$ cat config.mk
export PLATFORM = sky130hd
export DESIGN_NAME = pc_sequencer_flat
export DESIGN_NICKNAME = d
export VERILOG_FILES = /design/src/rtl/pc_sequencer_if.sv /design/src/rtl/pc_sequencer.sv /design/src/flat_wrapper.sv
export SDC_FILE = /design/constraint.sdc
export NUM_CORES = 1
export LEC_CHECK = 0
export ABC_AREA = 1
export CORE_MARGIN = 1.5
export CORE_UTILIZATION = 60
export CTS_BUF_LIST = sky130_fd_sc_hd__clkbuf_4
export CTS_CLUSTER_DIAMETER = 150
export DETAILED_ROUTE_END_ITERATION = 16
export GPL_ROUTABILITY_DRIVEN = 0
export PLACE_DENSITY = 0.9
export SLEW_MARGIN = 25
export SYNTH_ARGS = -nofsm -noshare
export SYNTH_HDL_FRONTEND = slang
export SYNTH_SLANG_ARGS = --single-unit
$ cat constraint.sdc
create_clock -name clk -period 3.1 [get_ports clk]
set_input_delay 0.62 -clock clk [delete_from_list [all_inputs] [get_ports clk]]
set_output_delay 0.62 -clock clk [all_outputs]
set_load 0.01 [all_outputs]
$ cat src/rtl/pc_sequencer_if.sv
// Decoder-to-sequencer bundle: control inputs towards the sequencer, PC and RAS status back.
`timescale 1ns/1ps
`ifndef DATASIZE
`define DATASIZE 16
`endif

interface pc_sequencer_if #(
    parameter int unsigned datawidth = `DATASIZE,
    parameter int unsigned RAS_DEPTH = 4
);
    localparam int unsigned CntW = $clog2(RAS_DEPTH) + 1;

    logic                 en;
    logic [2:0]           op;
    logic                 cond;
    logic [datawidth-1:0] target;
    logic [datawidth-1:0] pc;
    logic [CntW-1:0]      ras_count;
    logic                 ras_full;
    logic                 ras_empty;
    logic                 ras_ovf;
    logic                 ras_unf;

    modport master (
        output en, op, cond, target,
        input  pc, ras_count, ras_full, ras_empty, ras_ovf, ras_unf
    );

    modport slave (
        input  en, op, cond, target,
        output pc, ras_count, ras_full, ras_empty, ras_ovf, ras_unf
    );
endinterface

$ cat src/rtl/pc_sequencer.sv
// Registered PC sequencer: increment, relative branch, absolute jump and call/return
// through a circular return-address stack.
`timescale 1ns/1ps
`ifndef DATASIZE
`define DATASIZE 16
`endif

module pc_sequencer #(
    parameter int unsigned          datawidth    = `DATASIZE,
    parameter int unsigned          STEP         = 1,
    parameter int unsigned          RAS_DEPTH    = 4,
    parameter logic [datawidth-1:0] RESET_VECTOR = '0
) (
    input logic          clk,
    input logic          rst,
    pc_sequencer_if.slave bus
);

    localparam int unsigned PtrW = $clog2(RAS_DEPTH);
    localparam int unsigned CntW = PtrW + 1;

    localparam logic [datawidth-1:0] StepVal = datawidth'(STEP);
    localparam logic [CntW-1:0]      FullCnt = CntW'(RAS_DEPTH);
    localparam logic [PtrW-1:0]      LastPtr = PtrW'(RAS_DEPTH - 1);

    localparam logic [2:0] OpInc    = 3'b000;
    localparam logic [2:0] OpBranch = 3'b001;
    localparam logic [2:0] OpJump   = 3'b010;
    localparam logic [2:0] OpCall   = 3'b011;
    localparam logic [2:0] OpRet    = 3'b100;

    logic [datawidth-1:0] pc_q, pc_d;
    logic [PtrW-1:0]      top_q, top_d;
    logic [CntW-1:0]      cnt_q, cnt_d;
    logic                 ovf_q, ovf_d;
    logic                 unf_q, unf_d;
    logic                 push;

    logic [datawidth-1:0] ras_q [RAS_DEPTH];

    logic [datawidth-1:0] seq_pc;
    logic [PtrW-1:0]      top_inc;
    logic [PtrW-1:0]      top_dec;

    assign seq_pc  = pc_q + StepVal;
    // Explicit wrap keeps the pointer legal for non-power-of-two depths.
    assign top_inc = (top_q == LastPtr) ? '0 : top_q + PtrW'(1);
    assign top_dec = (top_q == '0) ? LastPtr : top_q - PtrW'(1);

    always_ff @(posedge clk or posedge rst) begin
        if (rst) begin
            pc_q  <= RESET_VECTOR;
            top_q <= '0;
            cnt_q <= '0;
            ovf_q <= 1'b0;
            unf_q <= 1'b0;
        end else begin
            pc_q  <= pc_d;
            top_q <= top_d;
            cnt_q <= cnt_d;
            ovf_q <= ovf_d;
            unf_q <= unf_d;
        end
    end

    // Stack contents need no reset; the count alone decides validity.
    always_ff @(posedge clk) begin
        if (push) begin
            ras_q[top_d] <= seq_pc;
        end
    end

    always_comb begin
        pc_d  = pc_q;
        top_d = top_q;
        cnt_d = cnt_q;
        ovf_d = 1'b0;
        unf_d = 1'b0;
        push  = 1'b0;
        if (bus.en) begin
            case (bus.op)
                OpInc: begin
                    pc_d = seq_pc;
                end
                OpBranch: begin
                    pc_d = bus.cond ? pc_q + bus.target : seq_pc;
                end
                OpJump: begin
                    pc_d = bus.target;
                end
                OpCall: begin
                    push  = 1'b1;
                    pc_d  = bus.target;
                    top_d = top_inc;
                    // When full the push lands on the oldest entry and the count stays put.
                    if (cnt_q == FullCnt) begin
                        ovf_d = 1'b1;
                    end else begin
                        cnt_d = cnt_q + CntW'(1);
                    end
                end
                OpRet: begin
                    if (cnt_q != '0) begin
                        pc_d  = ras_q[top_q];
                        top_d = top_dec;
                        cnt_d = cnt_q - CntW'(1);
                    end else begin
                        pc_d  = seq_pc;
                        unf_d = 1'b1;
                    end
                end
                default: begin
                    pc_d = seq_pc;
                end
            endcase
        end
    end

    assign bus.pc        = pc_q;
    assign bus.ras_count = cnt_q;
    assign bus.ras_full  = (cnt_q == FullCnt);
    assign bus.ras_empty = (cnt_q == '0);
    assign bus.ras_ovf   = ovf_q;
    assign bus.ras_unf   = unf_q;

endmodule

$ cat src/flat_wrapper.sv
// flat-port wrapper written by rule: the top's interface ports become plain ports
module pc_sequencer_flat 
#(
    parameter int unsigned          datawidth    = `DATASIZE,
    parameter int unsigned          STEP         = 1,
    parameter int unsigned          RAS_DEPTH    = 4,
    parameter logic [datawidth-1:0] RESET_VECTOR = '0
)
  (clk, rst, bus_en, bus_op, bus_cond, bus_target, bus_pc, bus_ras_count, bus_ras_full, bus_ras_empty, bus_ras_ovf, bus_ras_unf);
  pc_sequencer_if #(.datawidth(datawidth), .RAS_DEPTH(RAS_DEPTH)) bus_i ();
  input logic clk;
  input logic rst;
  input wire logic [$bits(bus_i.en)-1:0] bus_en;
  input wire logic [$bits(bus_i.op)-1:0] bus_op;
  input wire logic [$bits(bus_i.cond)-1:0] bus_cond;
  input wire logic [$bits(bus_i.target)-1:0] bus_target;
  output wire logic [$bits(bus_i.pc)-1:0] bus_pc;
  output wire logic [$bits(bus_i.ras_count)-1:0] bus_ras_count;
  output wire logic [$bits(bus_i.ras_full)-1:0] bus_ras_full;
  output wire logic [$bits(bus_i.ras_empty)-1:0] bus_ras_empty;
  output wire logic [$bits(bus_i.ras_ovf)-1:0] bus_ras_ovf;
  output wire logic [$bits(bus_i.ras_unf)-1:0] bus_ras_unf;
  assign bus_i.en = bus_en;
  assign bus_i.op = bus_op;
  assign bus_i.cond = bus_cond;
  assign bus_i.target = bus_target;
  assign bus_pc = bus_i.pc;
  assign bus_ras_count = bus_i.ras_count;
  assign bus_ras_full = bus_i.ras_full;
  assign bus_ras_empty = bus_i.ras_empty;
  assign bus_ras_ovf = bus_i.ras_ovf;
  assign bus_ras_unf = bus_i.ras_unf;
  pc_sequencer #(.datawidth(datawidth), .STEP(STEP), .RAS_DEPTH(RAS_DEPTH), .RESET_VECTOR(RESET_VECTOR)) u_core (.clk(clk), .rst(rst), .bus(bus_i));
endmodule
Word-level counts from Yosys, hierarchy flattened
Memory sizes are Yosys's and may differ from the RTL's.
Index checks and enable logic that the tools add are counted.
{"block": "word_totals", "ram_bits": 64, "reg_bits": 23, "n_memories": 1, "word_cells": 47, "rom_bits": 0, "latchBits": 0, "inputBits": 23, "out_inout_bits": 23}
{"name": "u_core.ras_q", "words": 4, "word_bits": 16, "read_ports": 1, "rd_clocked_by_memory_dff": 0, "write_ports": 1, "line": "pc_sequencer.sv:39", "rtl": "logic [datawidth-1:0] ras_q [RAS_DEPTH];"}
{"block": "op_classes", "mux": 21, "n_reduce_logical": 6, "div_mod_pow": 0, "bitwise": 0, "n_mul": 0, "n_lt_le_gt_ge": 0, "shift": 0, "add_sub_neg": 6, "eq_ne": 8}
{"op": "16-bit case mux with 3 select lines", "n": 1}
{"op": "16-bit two-way mux", "n": 2}
{"op": "16-bit by 1-bit adder with 16-bit output, second input constant", "n": 1}
{"op": "16-bit adder", "n": 1}
{"op": "1-bit two-way mux", "n": 10}
{"op": "2-bit two-way mux", "n": 4}
{"op": "3-bit by 2-bit == test with 1-bit output, second input constant", "n": 2}
{"op": "3-bit == test, second input constant", "n": 2}
{"op": "3-bit two-way mux", "n": 2}
{"op": "3-bit case mux with 2 select lines", "n": 1}
{"op": "2-bit case mux with 2 select lines", "n": 1}
{"op": "4-bit AND reduction", "n": 1}
{"op": "3-bit by 1-bit adder with 3-bit output, second input constant", "n": 1}
{"op": "3-bit by 1-bit == test with 1-bit output, second input constant", "n": 1}
{"op": "3-bit zero test", "n": 1}
{"op": "3-bit nonzero test", "n": 1}
{"op": "3-bit by 1-bit subtractor with 3-bit output, second input constant", "n": 1}
{"op": "2-bit by 1-bit adder with 2-bit output, second input constant", "n": 1}
{"op": "2-bit == test, second input constant", "n": 1}
{"op": "2-bit zero test", "n": 1}
{"op": "2-bit by 1-bit inequality test with 1-bit output, second input constant", "n": 1}
{"op": "2-bit inequality test, second input constant", "n": 1}
{"op": "2-bit nonzero test", "n": 1}
{"op": "2-bit OR reduction", "n": 1}
{"op": "2-bit by 1-bit subtractor with 2-bit output, second input constant", "n": 1}

Longest topological paths before layout
Gate-level depths: netlist of the first run.
{"block": "logic_depth", "ltp_word": 5, "ltp_mapped": 14, "mapped_depth_nobuf": 14}

Worst setup path before layout of the first run
No wires, ideal clock.
{"block": "synth_timing", "kind": "reg2reg", "from": "register u_core.top_q[0]", "to": "memory u_core.ras_q[1][0] in the netlist's numbering, enable pin", "path_slack_ns": 0.539, "n_path_buf": 2, "synth_period_minus_slack_ns": 2.561, "arrival_ns": 2.173, "path_stages_with_launch": 10, "required_time_ns": 2.712, "setup_ns": 0.388, "cell_sequence": "dfrtp_1 -> buf_2 -> inv_1 -> buf_2 -> ha_1 -> o21ai_0 -> o21ai_2 -> inv_1 -> nand2_1 -> nor2_1"}
{"block": "synth_between", "elab_chain_len": 5, "word_cells_on_any_way": 9}
{"item": "start, declared", "line": "pc_sequencer.sv:33", "rtl": "logic [PtrW-1:0] top_q, top_d;"}
{"item": "start signal, assigned", "line": "pc_sequencer.sv:59", "rtl": "top_q <= top_d;"}
{"item": "2-bit by 1-bit subtractor with 2-bit output or 2-bit zero test (tied branches)", "line": "pc_sequencer.sv:48", "rtl": "assign top_dec = (top_q == '0) ? LastPtr : top_q - PtrW'(1);"}
{"item": "2-bit two-way mux", "line": "pc_sequencer.sv:48"}
{"item": "2-bit two-way mux", "line": "pc_sequencer.sv:103", "rtl": "if (cnt_q != '0) begin"}
{"item": "2-bit case mux with 2 select lines (*)", "line": "pc_sequencer.sv:81", "rtl": "case (bus.op)"}
{"item": "2-bit two-way mux (*)", "line": "pc_sequencer.sv:80", "rtl": "if (bus.en) begin"}
{"item": "via u_core.top_d[1]", "line": "pc_sequencer.sv:33"}
{"item": "end, declared", "line": "pc_sequencer.sv:39"}
The timed path passes the listed nets; every way through them passes the cells marked *.

Final worst setup path of the first run
{"block": "layout_timing", "from": "register u_core.cnt_q[0] (netlist: u_core.bus.ras_count[0])", "to": "output port bus_ras_full"}
{"block": "layout_between", "elab_chain_len": 1}
{"item": "start, declared", "line": "pc_sequencer.sv:34", "rtl": "logic [CntW-1:0] cnt_q, cnt_d;"}
{"item": "start signal, assigned", "line": "pc_sequencer.sv:60", "rtl": "cnt_q <= cnt_d;"}
{"item": "3-bit == test", "line": "pc_sequencer.sv:121", "rtl": "assign bus.ras_full = (cnt_q == FullCnt);"}
{"item": "end, declared", "line": "flat_wrapper.sv:19", "rtl": "output wire logic [$bits(bus_i.ras_full)-1:0] bus_ras_full;"}
Every way passes these cells.

==> reports/results.txt, run 1 <==
Maximum vdd drop -> 0.000437 V
Final #Nets -> 734
Crit path capture type -> output pin
Initial antenna violation count -> 0
Hold Path Class -> in2async
CORE AREA -> 0.00830 mm^2
Top cells by count, synth -> nand2_1 (197), inv_1 (82), nand3_1 (66)
Startpoint types -> flop
DRC -> 0
Post-CTS Setup Repair Bufs -> 0
Area Overhead vs Synth -> 14.3%
CTS tree -> built
Cts bufs inserted -> 9
Leak -> 2.66 nW
Min Clock Period, post-route -> 2580 ps
Root buffer cell -> clkbuf_4
Total number of H-tree levels -> 3
Die ar. -> 0.00924 mm^2
Final Util -> 0.716
RSZ-0062 raised after global routing -> false
Placed cells -> 785
Slew HR -> 0.373
Crit Path Max Fanout -> 5
WL/cell -> 17.7 um
Cell with the most instances after synthesis -> nand2_1
Post-detail-place hpwl -> 10600 um
CP cell instances -> nor3_1 -> clkdlybuf4s50_1
Ant diodes -> 0
FFs w/ async S/R, synth -> 0.264
Synth Flop Type -> edfxtp_1
Total track usage -> 0.333
Layout cells sized above 1 -> 0.0691
WP buf/inv -> 1
Worst slew pin tran -> 935 ps
Via density -> 6.06
Final setup viols -> 0
Vias in the first global route -> 4638
Finished Layout Cells -> 800
Number of synthesized flops with an enable pin -> 64
F_max -> 388 MHz
First DRT Iteration DRCs -> 612
Clock slew at reported path FFs -> 140 ps
First-pass GRT wire length -> 22500 um
Largest stage delay, worst path -> 620 ps
Worst-skew pair later-pin latency -> 460 ps
Slowest-stage cell, CP -> clkdlybuf4s50_1
Post-synth top area share -> 0.369
CP Class -> reg2out
# Max-Cap Violations -> 0
Count of filler cells inserted in the layout -> 576
Period utilization -> 0.832
Clock Skew -> 26.9 ps
Antenna Nets Post-Route -> 0
Die X -> 96.1 um
CTS sink count -> 87
Largest net degree at the start of global routing -> 33
Main area contributors after synthesis -> edfxtp_1 (37%), nand2_1 (14%), dfrtp_1 (11%), nand3_1 (6.4%), inv_1 (5.9%)
Top delay family on crit path -> buffers and inverters
Worst Path Arrival -> 1960 ps
Clk buf depth -> 2
Mapped Cells -> 639
Global route total overflow -> 0
Starting density of the core -> 0.627
WL final -> 14200 um
Placement Rows -> 33
Synth area leader -> edfxtp_1
FF-to-FF Start -> u_core.top_q[0]
Seq/Total Area, Yosys -> 0.480
Detailed Routing Iterations Pass 1 -> 6
Post-cts sizing count -> 0
Die Span Y -> 96.1 um
Slew Limit Fails -> 0
Netlist cell types -> 37
Crit path launch -> u_core.bus.ras_count[0]
Synthesis Warnings -> 0
Post-Syn Area -> 0.00520 mm^2
Syn_area_per_cell -> 8.14 um^2
Synth Register Bits -> 87
Setup tns final -> 0 ps
IO Pins -> 46
Syn_nets -> 682
Via Count -> 4848
Pwr Density -> 697 mW/mm^2
Port bufs -> 45
Hold buffer count at cts -> 0
Final hold viol count -> 0
Status -> finished clean
Required time of the critical path -> 2480 ps
-- layout by cell type, fill, tap and decap left out, types with 2 or more instances in the layout --
master and instances:
o211ai_1 2, a21oi_1 23, nand4_1 8, nand2_2 3, inv_2 3, xor2_1 12
a32oi_1 6, buf_4 13, nor2_2 3, and2_1 2, nand3_1 66, a21oi_2 2
fa_1 2, o22ai_1 3, nand3b_1 4, clkinv_1 2, clkinv_4 3, inv_1 81
clkdlybuf4s50_1 45, edfxtp_1 64, dfrtp_1 23, or2_2 3, clkbuf_4 9, nor3_4 2
o21ai_2 2, a31oi_1 9, nor2_1 53, xnor2_1 2, ha_1 18, nor3_1 3
o21ai_0 17, nand2_1 197
-- layer usage --
metal	vias to the layer above	share of wire	global-route usage
li1	2218	-	-
met1	2235	0.37	0.438
met2	335	0.47	0.525
met3	60	0.12	0.0624
met4	0	0.046	0.176
met5	-	0	0
-- layout make-up --
class / count / area (um^2) / share of cell area
well taps: 105 / 131 / 0.0221
inverters: 85 / 319 / 0.0537
flip-flops and latches: 87 / 2500 / 0.420
multi-input cells: 450 / 2310 / 0.389
repair buffers: 58 / 548 / 0.0922
clock inverters: 6 / 71.3 / 0.0120
clock buffers: 9 / 67.6 / 0.0114
-- state kept, by name (all words and copies together), names as in the netlist --
register	count
u_core.ras_q	64
u_core.bus.pc	16
u_core.bus.ras_count	3
u_core.top_q	2
u_core.bus.ras_ovf	1
u_core.bus.ras_unf	1
-- final timing paths --
| check | depth (start not counted) | endpoint | slack (ps) |
|---|---|---|---|
| max | 2 | bus_ras_full | 520 |
| min | 2 | u_core.bus.pc[14] | 540 |
| max in group asynchronous | 2 | u_core.top_q[0] | 2110 |
| min reg2reg | 2 | u_core.bus.pc[14] | 620 |
| max reg2reg | 8 | u_core.ras_q[2][8] | 610 |
| min in group clk | 2 | u_core.bus.pc[14] | 620 |
-- where the power goes --
| part | switching, mW | leakage, nW | total [mW] | internal, mW |
|---|---|---|---|---|
| combinational | 1.20 | 1.74 | 1.85 | 0.649 |
| sequential | 0.187 | 0.842 | 1.63 | 1.44 |
| clock | 0.413 | 0.0755 | 0.662 | 0.249 |
-- per-stage QoR --
step / instance area, um^2 / hold WS, ps / setup slack (ps) / total power, mW
floorplan: 5200 / 593 / 539 / 2.79
global placement: 5810 / 577 / 396 / 3.33
detailed placement: 5810 / 594 / 298 / 3.43
CTS: 5940 / 626 / 514 / 4.08
global route: 5940 / 597 / 409 / 4.37
finish: 5940 / 539 / 520 / 4.14
-- cells by family (layout without fill, tap and decap cells) --
group,after synthesis,count (layout),synth area share
muxes,1,1,0.00192
adders and majority gates,20,20,0.0510
AOI/OAI and AO/OA,68,68,0.0782
buffers and inverters,102,158,0.0758
DFF,87,87,0.480
and+or+nand+nor,347,347,0.289
xor gates and xnor gates,14,14,0.0236
Note: power is estimated with default switching activity, not from simulation.
==> run 2: changes to the inputs <==
CORE_UTILIZATION = 54   (was 60)
PLACE_DENSITY = 0.85   (was 0.9)
clock period = 2.3 ns   (was 3.1 ns; I/O delays follow)
==> reports/results.txt, run 2 (same netlist as run 1, synthesis figures left out) <==
Die Span Y -> 101 um (+5.2%)
Period utilization -> 0.938
Worst r2r path cells -> 8 (unchanged)
Total number of H-tree levels -> 3 (unchanged)
Number of flip-flops in the largest register -> 64 (unchanged)
Pwr Density -> 905 mW/mm^2 (+30%)
Final #Nets -> 773 (+5.3%)
Slew Limit Fails -> 0 (unchanged)
Final setup margin -> 143 ps (-376 ps)
RSZ-0062 raised after global routing -> false
WL final -> 14000 um (-1.1%)
Ant diodes -> 0 (unchanged)
Post-detail-place hpwl -> 10600 um (-0.17%)
Clk buf depth -> 2 (unchanged)
Via Count -> 4835 (-0.27%)
Startpoint types -> flop
First-pass GRT wire length -> 22400 um (-0.34%)
Layout cells sized above 1 -> 0.132 (+0.0629)
IO Pins -> 46 (unchanged)
Vias in the first global route -> 4621 (-0.37%)
Die ar. -> 0.0102 mm^2 (+11%)
Crit path launch -> u_core.top_q[0]
Largest net degree at the start of global routing -> 29 (-12%)
Place WS -> -258 ps (-556 ps)
Die X -> 101 um (+5.2%)
Starting density of the core -> 0.560 (-0.0665)
Required time of the critical path -> 2440 ps (-40 ps)
Reg2Reg Setup Slack -> 140 ps (-470 ps)
Slew HR -> 0.705 (+0.332)
Global route total overflow -> 0 (unchanged)
DRC -> 0 (unchanged)
Largest Register -> u_core.ras_q
Via density -> 5.60 (-7.7%)
Worst-skew pair later-pin latency -> 440 ps (-20 ps)
Worst slew pin tran -> 440 ps (-494 ps)
Count of filler cells inserted in the layout -> 714 (+24%)
Clock Skew -> 26.5 ps (-0.409 ps)
Antenna Nets Post-Route -> 0 (unchanged)
Leak -> 2.88 nW (+8.5%)
CTS tree -> built
Detailed Routing Iterations Pass 1 -> 5 (-1)
First DRT Iteration DRCs -> 372 (-39%)
Commonest non-fill, non-tap cell in the layout -> nand2_1
Crit Path Max Fanout -> 9 (+4)
FF-to-FF End -> u_core.ras_q[2][9]
Initial antenna violation count -> 0 (unchanged)
Tightest hold margin -> 353 ps (-187 ps)
Worst Path Arrival -> 2290 ps (+330 ps)
FF-to-FF Start -> u_core.top_q[0]
Placement Rows -> 35 (+6.1%)
Hold buffer count at cts -> 0 (unchanged)
Dpl cell area -> 0.00616 mm^2 (+6.1%)
Total track usage -> 0.288 (-0.0447)
Area Overhead vs Synth -> 22.0%
F_max -> 464 MHz
Maximum vdd drop -> 0.000472 V (+8.2%)
# Max-Cap Violations -> 0 (unchanged)
Min Clock Period, post-route -> 2160 ps
CORE AREA -> 0.00928 mm^2 (+12%)
Root buffer cell -> clkbuf_4
Hold Path Class -> in2async
WL/cell -> 16.2 um (-8.4%)
Commonest non-fill, non-tap cells in the layout -> nand2_1 (197), inv_1 (82), nand3_1 (66)
Final hold viol count -> 0 (unchanged)
Final Cell Area -> 0.00634 mm^2 (+6.7%)
CP Class -> reg2reg
Status -> finished clean
Cts bufs inserted -> 9 (unchanged)
CTS sink count -> 87 (unchanged)
Clock slew at reported path FFs -> 160 ps (+20 ps)
Setup tns final -> 0 ps (unchanged)
Crit path capture type -> flop
Port bufs -> 45 (unchanged)
Final setup viols -> 0 (unchanged)
==> run 2: power by group <==
group	leakage [nW]	switching [mW]	total (mW)	internal, mW
clock network	0.0851	0.572	0.929	0.357
registers	0.839	0.232	2.18	1.95
logic	1.96	1.61	2.63	1.02
==> run 2: metal layers <==
metal | wire length [um] | track usage
met1 | 5610 | 0.373
met3 | 1130 | 0.0428
met5 | 0 | 0
met2 | 6790 | 0.486
met4 | 485 | 0.125
==> run 2: worst max-delay path by stage <==
stage	to	slack, ps	depth (start not counted)
global route	u_core.ras_q[3][9]	9	8
detailed placement	u_core.bus.pc[8]	-260	13
global placement	u_core.bus.pc[8]	-220	13
CTS	bus_ras_full	-7	2
finish	u_core.ras_q[2][9]	140	8
floorplan	u_core.ras_q[0][0]	-30	9
==> run 2: layout make-up <==
cell class	count	area, um^2	share of cell area
Tap cell	129	161	0.0254
Sequential cell	87	2500	0.394
Inverter	85	319	0.0503
Multi-Input combinational cell	450	2330	0.367
Clock inverter	7	83.8	0.0132
Clock buffer	9	67.6	0.0106
Timing Repair Buffer	97	881	0.139
==> run 2: timing repair <==
| action | in CTS | in global routing |
|---|---|---|
| pin swaps | 1 | 1 |
| setup endpoints to repair | 1 | 3 |
| gates cloned | 0 | 0 |
| gates resized for setup | 1 | 5 |
| buffers inserted | 0 | 2 |
==> run 2: worst max-delay path, stage by stage, from the launching register on <==
cell	delay, ps
dfrtp_1	490
inv_1	190
ha_1	350
a21oi_1	150
o21ai_0	110
o21ai_2	90
nand2_1	110
nor2_2	140
buf_4	210
==> run 2: metrics by stage <==
step,total power [mW],instances,utilization
finish,5.74,864,0.683
global route,6.12,864,0.683
CTS,5.67,862,0.680
detailed placement,4.75,846,0.664
global placement,4.63,846,0.664
floorplan,3.76,639,-
